### config.mk
export PLATFORM = sky130hd
export DESIGN_NAME = ym2413_slot_sequencer_flat
export DESIGN_NICKNAME = d
export VERILOG_FILES = /design/src/rtl/ym2413_slot_sequencer_if.sv /design/src/rtl/ym2413_slot_sequencer.sv /design/src/flat_wrapper.sv
export SDC_FILE = /design/constraint.sdc
export NUM_CORES = 1
export LEC_CHECK = 0
export ABC_CLOCK_PERIOD_IN_PS = 4400
export BUFFER_PORTS_ARGS = -buffer_cell sky130_fd_sc_hd__buf_2
export CAP_MARGIN = 25
export CORE_ASPECT_RATIO = 1.5
export CORE_MARGIN = 2
export CORE_UTILIZATION = 56
export CTS_CLUSTER_DIAMETER = 150
export DETAILED_ROUTE_END_ITERATION = 6
export PLACE_DENSITY = 0.91
export SYNTH_ARGS = -nofsm -noshare
export SYNTH_HDL_FRONTEND = slang
export SYNTH_SLANG_ARGS = --single-unit
### constraint.sdc
create_clock -name clk -period 4.4 [get_ports clk]
set_clock_uncertainty 0.2 [all_clocks]
set_input_delay 1.1 -clock clk [delete_from_list [all_inputs] [get_ports clk]]
set_output_delay 1.1 -clock clk [all_outputs]
set_load 0.02 [all_outputs]
### src/rtl/ym2413_slot_sequencer_if.sv
// CPU register-write handshake between the host bus and the YM2413 slot sequencer.
interface ym2413_slot_sequencer_if;
  logic       wr_req;
  logic [5:0] wr_addr;
  logic       wr_grant;
  logic       wr_busy;

  modport master (output wr_req, output wr_addr, input wr_grant, input wr_busy);
  modport slave  (input wr_req, input wr_addr, output wr_grant, output wr_busy);
endinterface

### src/rtl/ym2413_slot_sequencer.sv
// YM2413 master timing: walks the 18 operator slots per sample frame, issues slot/sample
// strobes and holds off CPU register writes that would disturb the parameter generator.
module ym2413_slot_sequencer #(
  parameter int CYC_PER_SLOT = 4,
  parameter int FRAME_LEN    = 80
) (
  input  logic                         clk,
  input  logic                         rst,
  input  logic                         en_i,
  input  logic                         rhy_en_i,
  ym2413_slot_sequencer_if.slave       wr,
  output logic [3:0]                   ch_select_o,
  output logic                         op_sel_o,
  output logic [4:0]                   slot_o,
  output logic [2:0]                   slot_phase_o,
  output logic                         slot_start_o,
  output logic                         param_valid_o,
  output logic                         rhy_slot_o,
  output logic                         sample_strobe_o
);

  localparam int FCNT_W = $clog2(FRAME_LEN);
  localparam logic [FCNT_W-1:0] FCNT_GAP     = FCNT_W'(18 * CYC_PER_SLOT);
  localparam logic [FCNT_W-1:0] FCNT_LAST    = FCNT_W'(FRAME_LEN - 1);
  localparam logic [FCNT_W-1:0] FCNT_GLB_MAX = FCNT_W'(FRAME_LEN - 3);
  localparam logic [2:0]        PH_LAST      = 3'(CYC_PER_SLOT - 1);
  localparam logic [4:0]        SLOT_GAP     = 5'd31;

  logic [FCNT_W-1:0] fcnt_q, fcnt_d;
  logic [4:0]        slot_q, slot_d;
  logic [2:0]        phase_q, phase_d;
  logic [3:0]        ch_q, ch_d;
  logic              in_slot_d;
  logic              op_q, pv_q, start_q, smp_q, rhy_slot_q;
  logic              rhy_mode_q, rhy_mode_d;
  logic              gnt_last_q;
  logic              req_blk_q;

  logic [3:0]        wr_ch;
  logic              is_ch, is_glb, in_gap, wr_ok, grant;

  // Next position in the frame, derived incrementally so no divider is needed.
  always_comb begin
    fcnt_d     = (fcnt_q == FCNT_LAST) ? '0 : fcnt_q + FCNT_W'(1);
    slot_d     = SLOT_GAP;
    phase_d    = '0;
    if (fcnt_d == '0) begin
      slot_d = 5'd0;
    end else if (fcnt_d < FCNT_GAP) begin
      if (phase_q == PH_LAST) begin
        slot_d = slot_q + 5'd1;
      end else begin
        slot_d  = slot_q;
        phase_d = phase_q + 3'd1;
      end
    end
    in_slot_d  = (slot_d != SLOT_GAP);
    ch_d       = in_slot_d ? {1'b0, slot_d[4:1]} : 4'hF;
    rhy_mode_d = (fcnt_d == '0) ? rhy_en_i : rhy_mode_q;
  end

  // Write arbitration: a channel write must avoid both the channel on the bus now and
  // the one presented next clock; instrument/rhythm writes wait for the frame gap.
  always_comb begin
    wr_ch  = wr.wr_addr[3:0];
    is_ch  = (wr.wr_addr[5:4] != 2'd0) && (wr_ch <= 4'd8);
    is_glb = (wr.wr_addr <= 6'h07) || (wr.wr_addr == 6'h0E);
    in_gap = (fcnt_q >= FCNT_GAP);
    if (is_ch) begin
      wr_ok = (wr_ch != ch_q) && (wr_ch != ch_d);
    end else if (is_glb) begin
      wr_ok = in_gap && (fcnt_q <= FCNT_GLB_MAX);
    end else begin
      wr_ok = 1'b1;
    end
    grant = en_i && !rst && wr.wr_req && !gnt_last_q && !req_blk_q && wr_ok;
  end

  always_ff @(posedge clk) begin
    if (rst) begin
      fcnt_q     <= FCNT_GAP;
      slot_q     <= SLOT_GAP;
      phase_q    <= '0;
      ch_q       <= 4'hF;
      op_q       <= 1'b0;
      pv_q       <= 1'b0;
      start_q    <= 1'b0;
      smp_q      <= 1'b0;
      rhy_slot_q <= 1'b0;
      rhy_mode_q <= 1'b0;
      gnt_last_q <= 1'b0;
      // A request straddling reset is discarded until the requester re-presents it.
      req_blk_q  <= wr.wr_req;
    end else begin
      gnt_last_q <= grant;
      if (!wr.wr_req) req_blk_q <= 1'b0;
      if (en_i) begin
        fcnt_q     <= fcnt_d;
        slot_q     <= slot_d;
        phase_q    <= phase_d;
        ch_q       <= ch_d;
        op_q       <= in_slot_d && slot_d[0];
        pv_q       <= in_slot_d && (phase_d != 3'd0);
        start_q    <= in_slot_d && (phase_d == 3'd0);
        smp_q      <= (fcnt_d == FCNT_LAST);
        rhy_mode_q <= rhy_mode_d;
        rhy_slot_q <= rhy_mode_d && in_slot_d && (ch_d >= 4'd6);
      end
    end
  end

  assign ch_select_o     = ch_q;
  assign op_sel_o        = op_q;
  assign slot_o          = slot_q;
  assign slot_phase_o    = phase_q;
  assign param_valid_o   = pv_q;
  assign rhy_slot_o      = rhy_slot_q;
  assign slot_start_o    = start_q && en_i;
  assign sample_strobe_o = smp_q && en_i;
  assign wr.wr_grant     = grant;
  assign wr.wr_busy      = wr.wr_req && !grant && !rst;

endmodule

### src/flat_wrapper.sv
// flat-port wrapper written by rule: the top's interface ports become plain ports
module ym2413_slot_sequencer_flat 
#(
  parameter int CYC_PER_SLOT = 4,
  parameter int FRAME_LEN    = 80
)
  (clk, rst, en_i, rhy_en_i, ch_select_o, op_sel_o, slot_o, slot_phase_o, slot_start_o, param_valid_o, rhy_slot_o, sample_strobe_o, wr_wr_req, wr_wr_addr, wr_wr_grant, wr_wr_busy);
  ym2413_slot_sequencer_if wr_i ();
  input  logic clk;
  input  logic rst;
  input  logic en_i;
  input  logic rhy_en_i;
  output logic [3:0] ch_select_o;
  output logic op_sel_o;
  output logic [4:0] slot_o;
  output logic [2:0] slot_phase_o;
  output logic slot_start_o;
  output logic param_valid_o;
  output logic rhy_slot_o;
  output logic sample_strobe_o;
  input wire logic [$bits(wr_i.wr_req)-1:0] wr_wr_req;
  input wire logic [$bits(wr_i.wr_addr)-1:0] wr_wr_addr;
  output wire logic [$bits(wr_i.wr_grant)-1:0] wr_wr_grant;
  output wire logic [$bits(wr_i.wr_busy)-1:0] wr_wr_busy;
  assign wr_i.wr_req = wr_wr_req;
  assign wr_i.wr_addr = wr_wr_addr;
  assign wr_wr_grant = wr_i.wr_grant;
  assign wr_wr_busy = wr_i.wr_busy;
  ym2413_slot_sequencer #(.CYC_PER_SLOT(CYC_PER_SLOT), .FRAME_LEN(FRAME_LEN)) u_core (.clk(clk), .rst(rst), .en_i(en_i), .rhy_en_i(rhy_en_i), .wr(wr_i), .ch_select_o(ch_select_o), .op_sel_o(op_sel_o), .slot_o(slot_o), .slot_phase_o(slot_phase_o), .slot_start_o(slot_start_o), .param_valid_o(param_valid_o), .rhy_slot_o(rhy_slot_o), .sample_strobe_o(sample_strobe_o));
endmodule
After elaboration in Yosys (flattened, before gate mapping)
Cells that the tools add are included.

Magnitude comparators: 6. Multiplexer cells: 13. $add $sub $neg: 3. Eq/ne operators: 8. Bitwise gates (word level): 0. Div/mod/pow operators: 0. Reduce and logical (&&, ||, !) cells: 26. Shift-type cells: 0. Multipliers: 0.

Operators by type and width (count): $logic_and 1x1->1 (17); $mux 5 (3); $eq 7x7->1 const B (2); $mux 3 (3); $ne 4x4->1 (2); $add 7x1->7 const B (1); $ge 7x7->1 const B (1); $le 7x7->1 const B (1); $logic_not 7->1 (1); $lt 7x7->1 const B (1); $mux 7 (1); $eq 6x4->1 const B (1); $le 6x3->1 const B (1); $add 5x1->5 const B (1); $mux 1 (5); $ne 5x5->1 const B (1); $ge 4x3->1 const B (1); $le 4x4->1 const B (1); $logic_not 1->1 (4); $mux 4 (1); $add 3x1->3 const B (1); $eq 3x2->1 const B (1); $logic_not 3->1 (1); $reduce_bool 3->1 (1); other kinds (3) (3).

Memory bits (writable): 0. Register bits: 27. Memories: 0. Latch bits: 0. ROM bits: 0.

Longest topological paths before layout
Gate-level depths: netlist (run 1).

Depth after elaboration: 14. Depth in mapped cells: 11. Gate-level depth less buffers: 9.

Least setup slack after synthesis (run 1)
Ideal clock, no wire load.

Path kind: register to output. Start: reg u_core.fcnt_q[0]. End: out wr_wr_busy. Path slack: 0.450 ns. Path buffers: 2. Arrival time: 2.650 ns. Required time: 3.100 ns. Cell stages (with the launch flop): 12. Cell sequence: dfxtp_1 > ha_1 > and3_1 > buf_4 > and3_4 > nor2_1 > or3_1 > buf_6 > mux2_4 > o221ai_2 > a31oi_1 > nor2_2.

Longest elaborated chain between the ends: 14. Elaborated cells on any way between the ends: 20. Classes of those cells: 1 x add/sub; 3 x order compare; 3 x eq/ne; 6 x mux; 7 x reduce/logical.

Ends and longest elaborated chain: start, declared (RTL line ym2413_slot_sequencer.sv:29) `logic [FCNT_W-1:0] fcnt_q, fcnt_d;`; start signal, assigned (RTL line ym2413_slot_sequencer.sv:98) `fcnt_q <= fcnt_d;`; $add 7x1->7 or $eq 7x7->1 (tied branches) (RTL line ym2413_slot_sequencer.sv:44) `fcnt_d = (fcnt_q == FCNT_LAST) ? '0 : fcnt_q + FCNT_W'(1);`; $mux 7 (RTL line ym2413_slot_sequencer.sv:44); $lt 7x7->1 (RTL line ym2413_slot_sequencer.sv:49) `end else if (fcnt_d < FCNT_GAP) begin`; $mux 5 (RTL line ym2413_slot_sequencer.sv:49); $mux 5 (RTL line ym2413_slot_sequencer.sv:47) `if (fcnt_d == '0) begin`; $ne 5x5->1 (RTL line ym2413_slot_sequencer.sv:57) `in_slot_d = (slot_d != SLOT_GAP);`; $mux 4 (RTL line ym2413_slot_sequencer.sv:58) `ch_d = in_slot_d ? {1'b0, slot_d[4:1]} : 4'hF;`; $ne 4x4->1 (RTL line ym2413_slot_sequencer.sv:70) `wr_ok = (wr_ch != ch_q) && (wr_ch != ch_d);`; $logic_and 1x1->1 (RTL line ym2413_slot_sequencer.sv:70); $mux 1 * (RTL line ym2413_slot_sequencer.sv:69) `if (is_ch) begin`; $logic_and 1x1->1 * (RTL line ym2413_slot_sequencer.sv:76) `grant = en_i && !rst && wr.wr_req && !gnt_last_q && !req_blk_q && wr_ok;`; net wr_wr_grant (RTL line flat_wrapper.sv:23) `output wire logic [$bits(wr_i.wr_grant)-1:0] wr_wr_grant;`; $logic_not 1->1 * (RTL line ym2413_slot_sequencer.sv:121) `assign wr.wr_busy = wr.wr_req && !grant && !rst;`; $logic_and 1x1->1 * (2 in series) (RTL line ym2413_slot_sequencer.sv:121); end, declared (RTL line flat_wrapper.sv:24) `output wire logic [$bits(wr_i.wr_busy)-1:0] wr_wr_busy;`.

The timed path passes the listed nets; every way through them passes the cells marked *.

Worst setup path in the final report (run 1)
Start: reg u_core.fcnt_q[1]. End: out wr_wr_busy.

Longest elaborated chain between the ends: 14. Elaborated cells on any way between the ends: 20. Classes of those cells: 1 x add/sub; 3 x order compare; 3 x eq/ne; 6 x mux; 7 x reduce/logical.

Ends and longest elaborated chain (RTL line): $add 7x1->7 or $eq 7x7->1 (tied branches) (ym2413_slot_sequencer.sv:44); $mux 7 (ym2413_slot_sequencer.sv:44); $lt 7x7->1 (ym2413_slot_sequencer.sv:49); $mux 5 (ym2413_slot_sequencer.sv:49); $mux 5 (ym2413_slot_sequencer.sv:47); $ne 5x5->1 (ym2413_slot_sequencer.sv:57); $mux 4 (ym2413_slot_sequencer.sv:58); $ne 4x4->1 (ym2413_slot_sequencer.sv:70); $logic_and 1x1->1 (ym2413_slot_sequencer.sv:70); $mux 1 * (ym2413_slot_sequencer.sv:69); $logic_and 1x1->1 * (ym2413_slot_sequencer.sv:76); $logic_not 1->1 * (ym2413_slot_sequencer.sv:121); $logic_and 1x1->1 * (2 in series) (ym2413_slot_sequencer.sv:121).

Every way passes the cells marked *; elsewhere a longest branch is shown, timed or not.

==> metrics.md, run 1 <==
| Metric | Value |
|---|---|
| Worst R2R End | u_core.rhy_slot_o |
| Area Overhead vs Synth | 11.1% |
| Wirelength per Cell | 13.8 um |
| Num CTS Buffers | 3 |
| Worst hold path class | register to register |
| Mapped cell area | 0.00174 mm^2 |
| FF-to-FF path depth | 9 |
| Status | finished, final reports clean |
| Number of synthesized flops with an enable pin | 1 |
| Fin area | 0.00194 mm^2 |
| Post-layout min period | 4170 ps |
| Hold Path Depth | 2 |
| Area after DPL | 0.00186 mm^2 |
| Iteration-0 DRC Markers | 77 |
| Pleak | 0.788 nW |
| Port buffer count | 29 |
| H-tree levels | 1 |
| Final ANT Viol Nets | 0 |
| Top delay family on crit path | simple AND/OR/NAND/NOR gates |
| Filler cells | 278 |
| Netlist cell types | 45 |
| First-pass GRT wire length | 6370 um |
| GRT Util Overall | 22.3% |
| Layout cells sized above 1 | 18.3% |
| Synth area leader | dfxtp_1 |
| Hold Path Origin | u_core.smp_q |
| Tot Pwr | 0.505 mW |
| Cells after Synth | 229 |
| WP buf/inv | 1 |
| CTS tree | yes |
| I/O pins | 30 |
| Diode count | 0 |
| Register area share after synthesis | 30.5% |
| Worst-Skew Late Latency | 270 ps |
| Fin. Hold Viols | 0 |
| DRC Markers | 0 |
| Die Y | 72.3 um |
| Flops & latches, synth | 26 |
| Total grt overflow | 0 |
| CP endpoint kind | output pin |
| Worst slew margin | 66.0% |
| Die ar. | 0.00358 mm^2 |
| Setup CP Type | register to output pin |
| Fmax | 240 MHz |
| Maximum vdd ir drop | 213 uV |
| First-pass DRT Iterations | 4 |
| # clock sinks | 26 |
| WP data required | 3100 ps |
| Placeable Area | 0.00294 mm^2 |
| Crit start category | register |
| Rows | 24 |
| Max-slew violation total from the final report | 0 |
| Synth Warn # | 0 |
| Largest cells by area after synthesis | dfxtp_1 (29%), a21oi_1 (5.7%), nand2_1 (5.0%) |
| Die width | 49.5 um |
| Final net count | 264 |
| R2r startpoint | u_core.slot_phase_o[0] |
| R2R setup slack | 1570 ps |
| Vias per cell | 5.95 |
| Main flop type after synthesis | dfxtp_1 |
| GP Congestion | 0.895 |
| Maxcap violations | 0 |
| Critical Path Start | u_core.fcnt_q[1] |
| DR vias | 1696 |
| Cells along the critical path | ha_2 -> and3_2 -> and3_4 -> nor2_1 -> or3_1 -> mux2_4 -> o221ai_2 -> a31oi_1 -> nor2_2 -> buf_2 |
| Post-DP HPWL | 2830 um |
| CP Data Arrival Time | 2870 ps |
| Setup violators final | 0 |
| Top cell type's share of synthesized area | 28.7% |
| Mapped Avg Cell Area | 7.61 um^2 |
| Crit-path max cell delay | 450 ps |
| Most frequent cells in the layout | buf_2 (29), dfxtp_1 (24), nand2_1 (23), a21oi_1 (20), o21ai_0 (17) |
| Clock Path Buffers | 2 |
| Reg clk slew, reported paths | 90 ps |
| Mapped Nets | 246 |
| Pwr Density | 261 mW/mm^2 |
| Synth async-reset ratio | 0% |
| Worst path slowest cell | dfxtp_1 |
| Setup TNS | 0 ps |
| CP max FO | 8 |
| Routed WL | 3940 um |
| Area of the multi-input gates | 0.00107 mm^2 |
| Antenna violations before repair | 0 |
| Commonest non-fill, non-tap cell in the layout | buf_2 |
| Vias in the first global route | 1485 |
| Register Area | 532 um^2 |
| Largest net degree at the start of global routing | 25 |
| CTS Root Cell | clkbuf_8 |
| Initial cell density of the core | 59.2% |
| RSZ-0062 raised after global routing | no |
| Worst hold endpoint | u_core.smp_q |
| Tightest Pin Transition | 507 ps |
| Final Cycle Share | 94.7% |
==> flip-flops by register name (all words and copies together), names as in the netlist <==
name	count
u_core.ch_select_o	4
u_core.fcnt_q	7
u_core.gnt_last_q	1
u_core.op_sel_o	1
u_core.param_valid_o	1
u_core.req_blk_q	1
u_core.rhy_mode_q	1
u_core.rhy_slot_o	1
u_core.slot_o	4
u_core.slot_phase_o	3
u_core.smp_q	1
u_core.start_q	1
==> metal layers <==
metal,vias up,global-route usage [%],routed length (um)
met5,-,0,0
met1,810,25.2,1650
met4,0,5.56,42
met2,41,43.9,2090
li1,841,-,-
met3,4,1.85,149
==> Yosys cell counts, drive strengths merged (2+ instances only) <==
cell	instances
and4b	2
a31oi	7
dfxtp	25
o211ai	3
o21ai	17
nand2b	2
nor3	7
ha	6
xnor2	7
or3	3
nand3	8
nand4b	3
mux2	2
nor2	17
or4	2
clkbuf	10
nand3b	2
inv	15
nand4	5
xor2	7
nand2	23
buf	7
a221o	2
and3	3
a22oi	3
and2	3
nor2b	5
and3b	2
a21oi	20
==> kinds of logic after synthesis <==
group           after synthesis  share of synthesized area, %
simple gates                 90                          27.5
xor+xnor                     14                          7.04
buf+inv                      32                          8.19
flops                        26                          30.5
fa+ha+maj                     6                          4.31
mux                           3                          2.08
compound gates               58                          20.4
==> area by class of cell <==
cell class / count / share of cell area [%]
multi-input combinational: 171 / 55.5
inverter: 15 / 2.91
clock buffer: 3 / 2.13
timing repair buffer: 30 / 7.89
tap: 39 / 2.52
clock inverter: 1 / 1.55
sequential: 26 / 27.5
==> through the flow <==
stage | setup slack, ps | utilization (%) | hold slack [ps] | cells
after global placement | 480 | 63.1 | 238 | 281
after CTS | 58.8 | 65.5 | 258 | 285
final | 232 | 65.8 | 254 | 285
after global routing | 16.8 | 65.8 | 283 | 285
after floorplan | 450 | - | 227 | 229
after detailed placement | 407 | 63.1 | 245 | 281
==> power by group <==
part	switching, mW	internal, mW	leakage [nW]
Combinational	0.0373	0.0203	0.538
Sequential	0.00663	0.243	0.214
Clock	0.0768	0.122	0.0357
==> worst max-delay path by stage <==
stage,to,depth (start not counted)
final,wr_wr_busy,10
after CTS,wr_wr_busy,10
after floorplan,wr_wr_busy,11
after detailed placement,wr_wr_grant,9
after global routing,wr_wr_busy,10
after global placement,wr_wr_busy,10
==> what timing repair did <==
item                                    CTS  global route
hold buffers                              0             0
endpoints found under the setup margin    0             2
gates resized for setup                   0             4
buffers inserted                          0             0
==> worst min-delay path, stage by stage (launching register included) <==
cell and delay [ps]:
dfxtp_1 310, nand2_1 50, a21oi_1 50
Power figures use the tool's default switching activity.
==> run 2, diff against run 1 <==
==> constraint.sdc (replaced) <==
create_clock -name clk -period 4.4 [get_ports clk]
set_clock_uncertainty 0.2 [all_clocks]
set_input_delay 1.1 -clock clk [delete_from_list [all_inputs] [get_ports clk]]
set_output_delay 1.1 -clock clk [all_outputs]
set_load 0.05 [all_outputs]
==> run 2 against run 1 <==
Total power up 2.3%. Core utilization up 0.98 points. Die area unchanged. Critical path type unchanged.
==> metrics.md, run 2 (same netlist as run 1, synthesis figures left out) <==
| Metric | Value |
|---|---|
| First-pass DRT Iterations | 4 (unchanged) |
| Hold Path Origin | u_core.smp_q |
| Area Overhead vs Synth | 12.8% |
| FF-to-FF path depth | 9 (unchanged) |
| Vias in the first global route | 1534 (+3.3%) |
| DR vias | 1674 (-1.3%) |
| Initial cell density of the core | 59.2% (unchanged) |
| Fin. Hold Viols | 0 (unchanged) |
| GRT Util Overall | 22.3% (+0.048 points) |
| Reg clk slew, reported paths | 90 ps (about the same) |
| DRC Markers | 0 (unchanged) |
| Post-layout min period | 4230 ps (+59.5 ps) |
| Crit start category | register |
| Diode count | 0 (unchanged) |
| Worst-Skew Late Latency | 270 ps (about the same) |
| CTS Root Cell | clkbuf_8 |
| Clock Path Buffers | 2 (unchanged) |
| Commonest non-fill, non-tap cell in the layout | buf_2 |
| Die Y | 72.3 um (unchanged) |
| Worst hold path class | register to register |
| Max-slew violation total from the final report | 0 (unchanged) |
| Post-DP HPWL | 2880 um (+1.5%) |
| First-pass GRT wire length | 6420 um (+0.86%) |
| Die width | 49.5 um (unchanged) |
| Area of the multi-input gates | 0.00110 mm^2 (+2.6%) |
| Worst path slowest cell | or3_1 |
| Setup TNS | 0 ps (unchanged) |
| Worst hold endpoint | u_core.smp_q |
| Max reg flops | 7 (unchanged) |
| Status | finished, final reports clean |
| Rows | 24 (unchanged) |
| Antenna violations before repair | 0 (unchanged) |
| Hold Path Depth | 2 (unchanged) |
| Worst R2R End | u_core.rhy_slot_o |
| Pleak | 0.798 nW (+1.3%) |
| Setup violators final | 0 (unchanged) |
| Routed WL | 3870 um (-1.8%) |
| Maximum vdd ir drop | 195 uV (-8.6%) |
| WP buf/inv | 1 (unchanged) |
| Port buffer count | 29 (unchanged) |
| Fin cells | 285 (unchanged) |
| Hold-fix buffers, CTS | 0 (unchanged) |
| GP Congestion | 0.908 (+1.5%) |
| Total grt overflow | 0 (unchanged) |
| Filler cells | 271 (-2.5%) |
| R2r startpoint | u_core.slot_phase_o[0] |
| WP data required | 3100 ps (about the same) |
| Pwr Density | 263 mW/mm^2 (+0.85%) |
| Fmax | 237 MHz (-1.4%) |
| Most flop-heavy register | u_core.fcnt_q |
| Register Area | 533 um^2 (+0.24%) |
| Worst slew margin | 65.5% (-0.46 points) |
| Maxcap violations | 0 (unchanged) |
| Top delay family on crit path | simple AND/OR/NAND/NOR gates |
| CP max FO | 9 (+1) |
| CTS tree | yes |
| CP Data Arrival Time | 2930 ps (+60 ps) |
| Iteration-0 DRC Markers | 66 (-14%) |
| Post-CTS Setup Repair Bufs | 0 (unchanged) |
| Post-CTS sizing | 2 (+2) |
| Cells along the critical path | ha_2 -> and3_2 -> and3_4 -> nor2_1 -> or3_1 -> mux2_4 -> o221ai_2 -> a31oi_4 -> nor2_4 -> buf_2 |
| Tightest Pin Transition | 514 ps (+6.78 ps) |
| Vias per cell | 5.87 (-1.3%) |
| Most frequent cells in the layout | buf_2 (29), nand2_1 (23), dfxtp_1 (23), a21oi_1 (20), o21ai_0 (17) |
| Die ar. | 0.00358 mm^2 (unchanged) |
| Crit-path max cell delay | 420 ps (-30 ps) |
| H-tree levels | 1 (unchanged) |
| Num CTS Buffers | 3 (unchanged) |
| Wirelength per Cell | 13.6 um (-1.8%) |
| Dpl cells | 281 (unchanged) |
| CP endpoint kind | output pin |
| I/O pins | 30 (unchanged) |
| Final net count | 264 (unchanged) |
| Final ANT Viol Nets | 0 (unchanged) |
| Largest net degree at the start of global routing | 25 (unchanged) |
| R2R setup slack | 1710 ps (+140 ps) |
| Placeable Area | 0.00294 mm^2 (unchanged) |
| # clock sinks | 26 (unchanged) |
| Setup CP Type | register to output pin |
| Final Cycle Share | 96.1% (+1.4 points) |
| Layout cells sized above 1 | 19.5% (+1.2 points) |
| RSZ-0062 raised after global routing | no |
| Hold WS | 256 ps (+2.57 ps) |
[run 2: worst max path at each step]
stage / startpoint / end / slack [ps] / cells past startpoint
finish: u_core.fcnt_q[0] / wr_wr_busy / 170 / 10
global route: u_core.fcnt_q[3] / wr_wr_busy / 10 / 9
CTS: u_core.fcnt_q[0] / wr_wr_busy / 10 / 10
detailed placement: u_core.slot_phase_o[0] / wr_wr_busy / 280 / 10
global placement: u_core.slot_phase_o[0] / wr_wr_busy / 350 / 10
floorplan: u_core.slot_phase_o[0] / wr_wr_busy / 150 / 10
[run 2: per-stage QoR]
| stage | setup slack, ps | utilization [%] | total power, mW | area, um^2 |
|---|---|---|---|---|
| after CTS | 14.1 | 66.4 | 0.519 | 1950 |
| after floorplan | 154 | - | 0.306 | 1760 |
| final | 172 | 66.8 | 0.517 | 1960 |
| after global routing | 11.0 | 66.8 | 0.534 | 1960 |
| after global placement | 348 | 63.8 | 0.322 | 1880 |
| after detailed placement | 276 | 63.8 | 0.324 | 1880 |
[run 2: cell type report]
cell class / instances / share of cell area, %
timing repair buffer: 30 / 7.77
inverter: 15 / 2.87
sequential: 26 / 27.1
clock inverter: 1 / 1.53
multi-input combinational: 171 / 56.1
clock buffer: 3 / 2.10
tap: 39 / 2.48
[run 2: per-layer routing]
metal	track usage, %	part of all wire, %
met5	0	0
met3	2.47	3.3
met1	24.8	41
met4	7.10	1.4
met2	43.3	55
[run 2: report_power, final]
part           total (mW)  internal [mW]  switching [mW]
Clock               0.198          0.122          0.0764
Combinational      0.0698         0.0213          0.0486
Sequential          0.249          0.243         0.00656
Total               0.517          0.386           0.132
[run 2: worst register-to-register path, stage by stage, from the launching register on]
cell       delay (ps)
dfxtp_1           400
ha_1              230
nor2b_2           370
nand4_1           200
xnor2_2           220
or3_1             390
o21ai_0           180
a21oi_1           130
o2111ai_1         150
a21oi_1            90
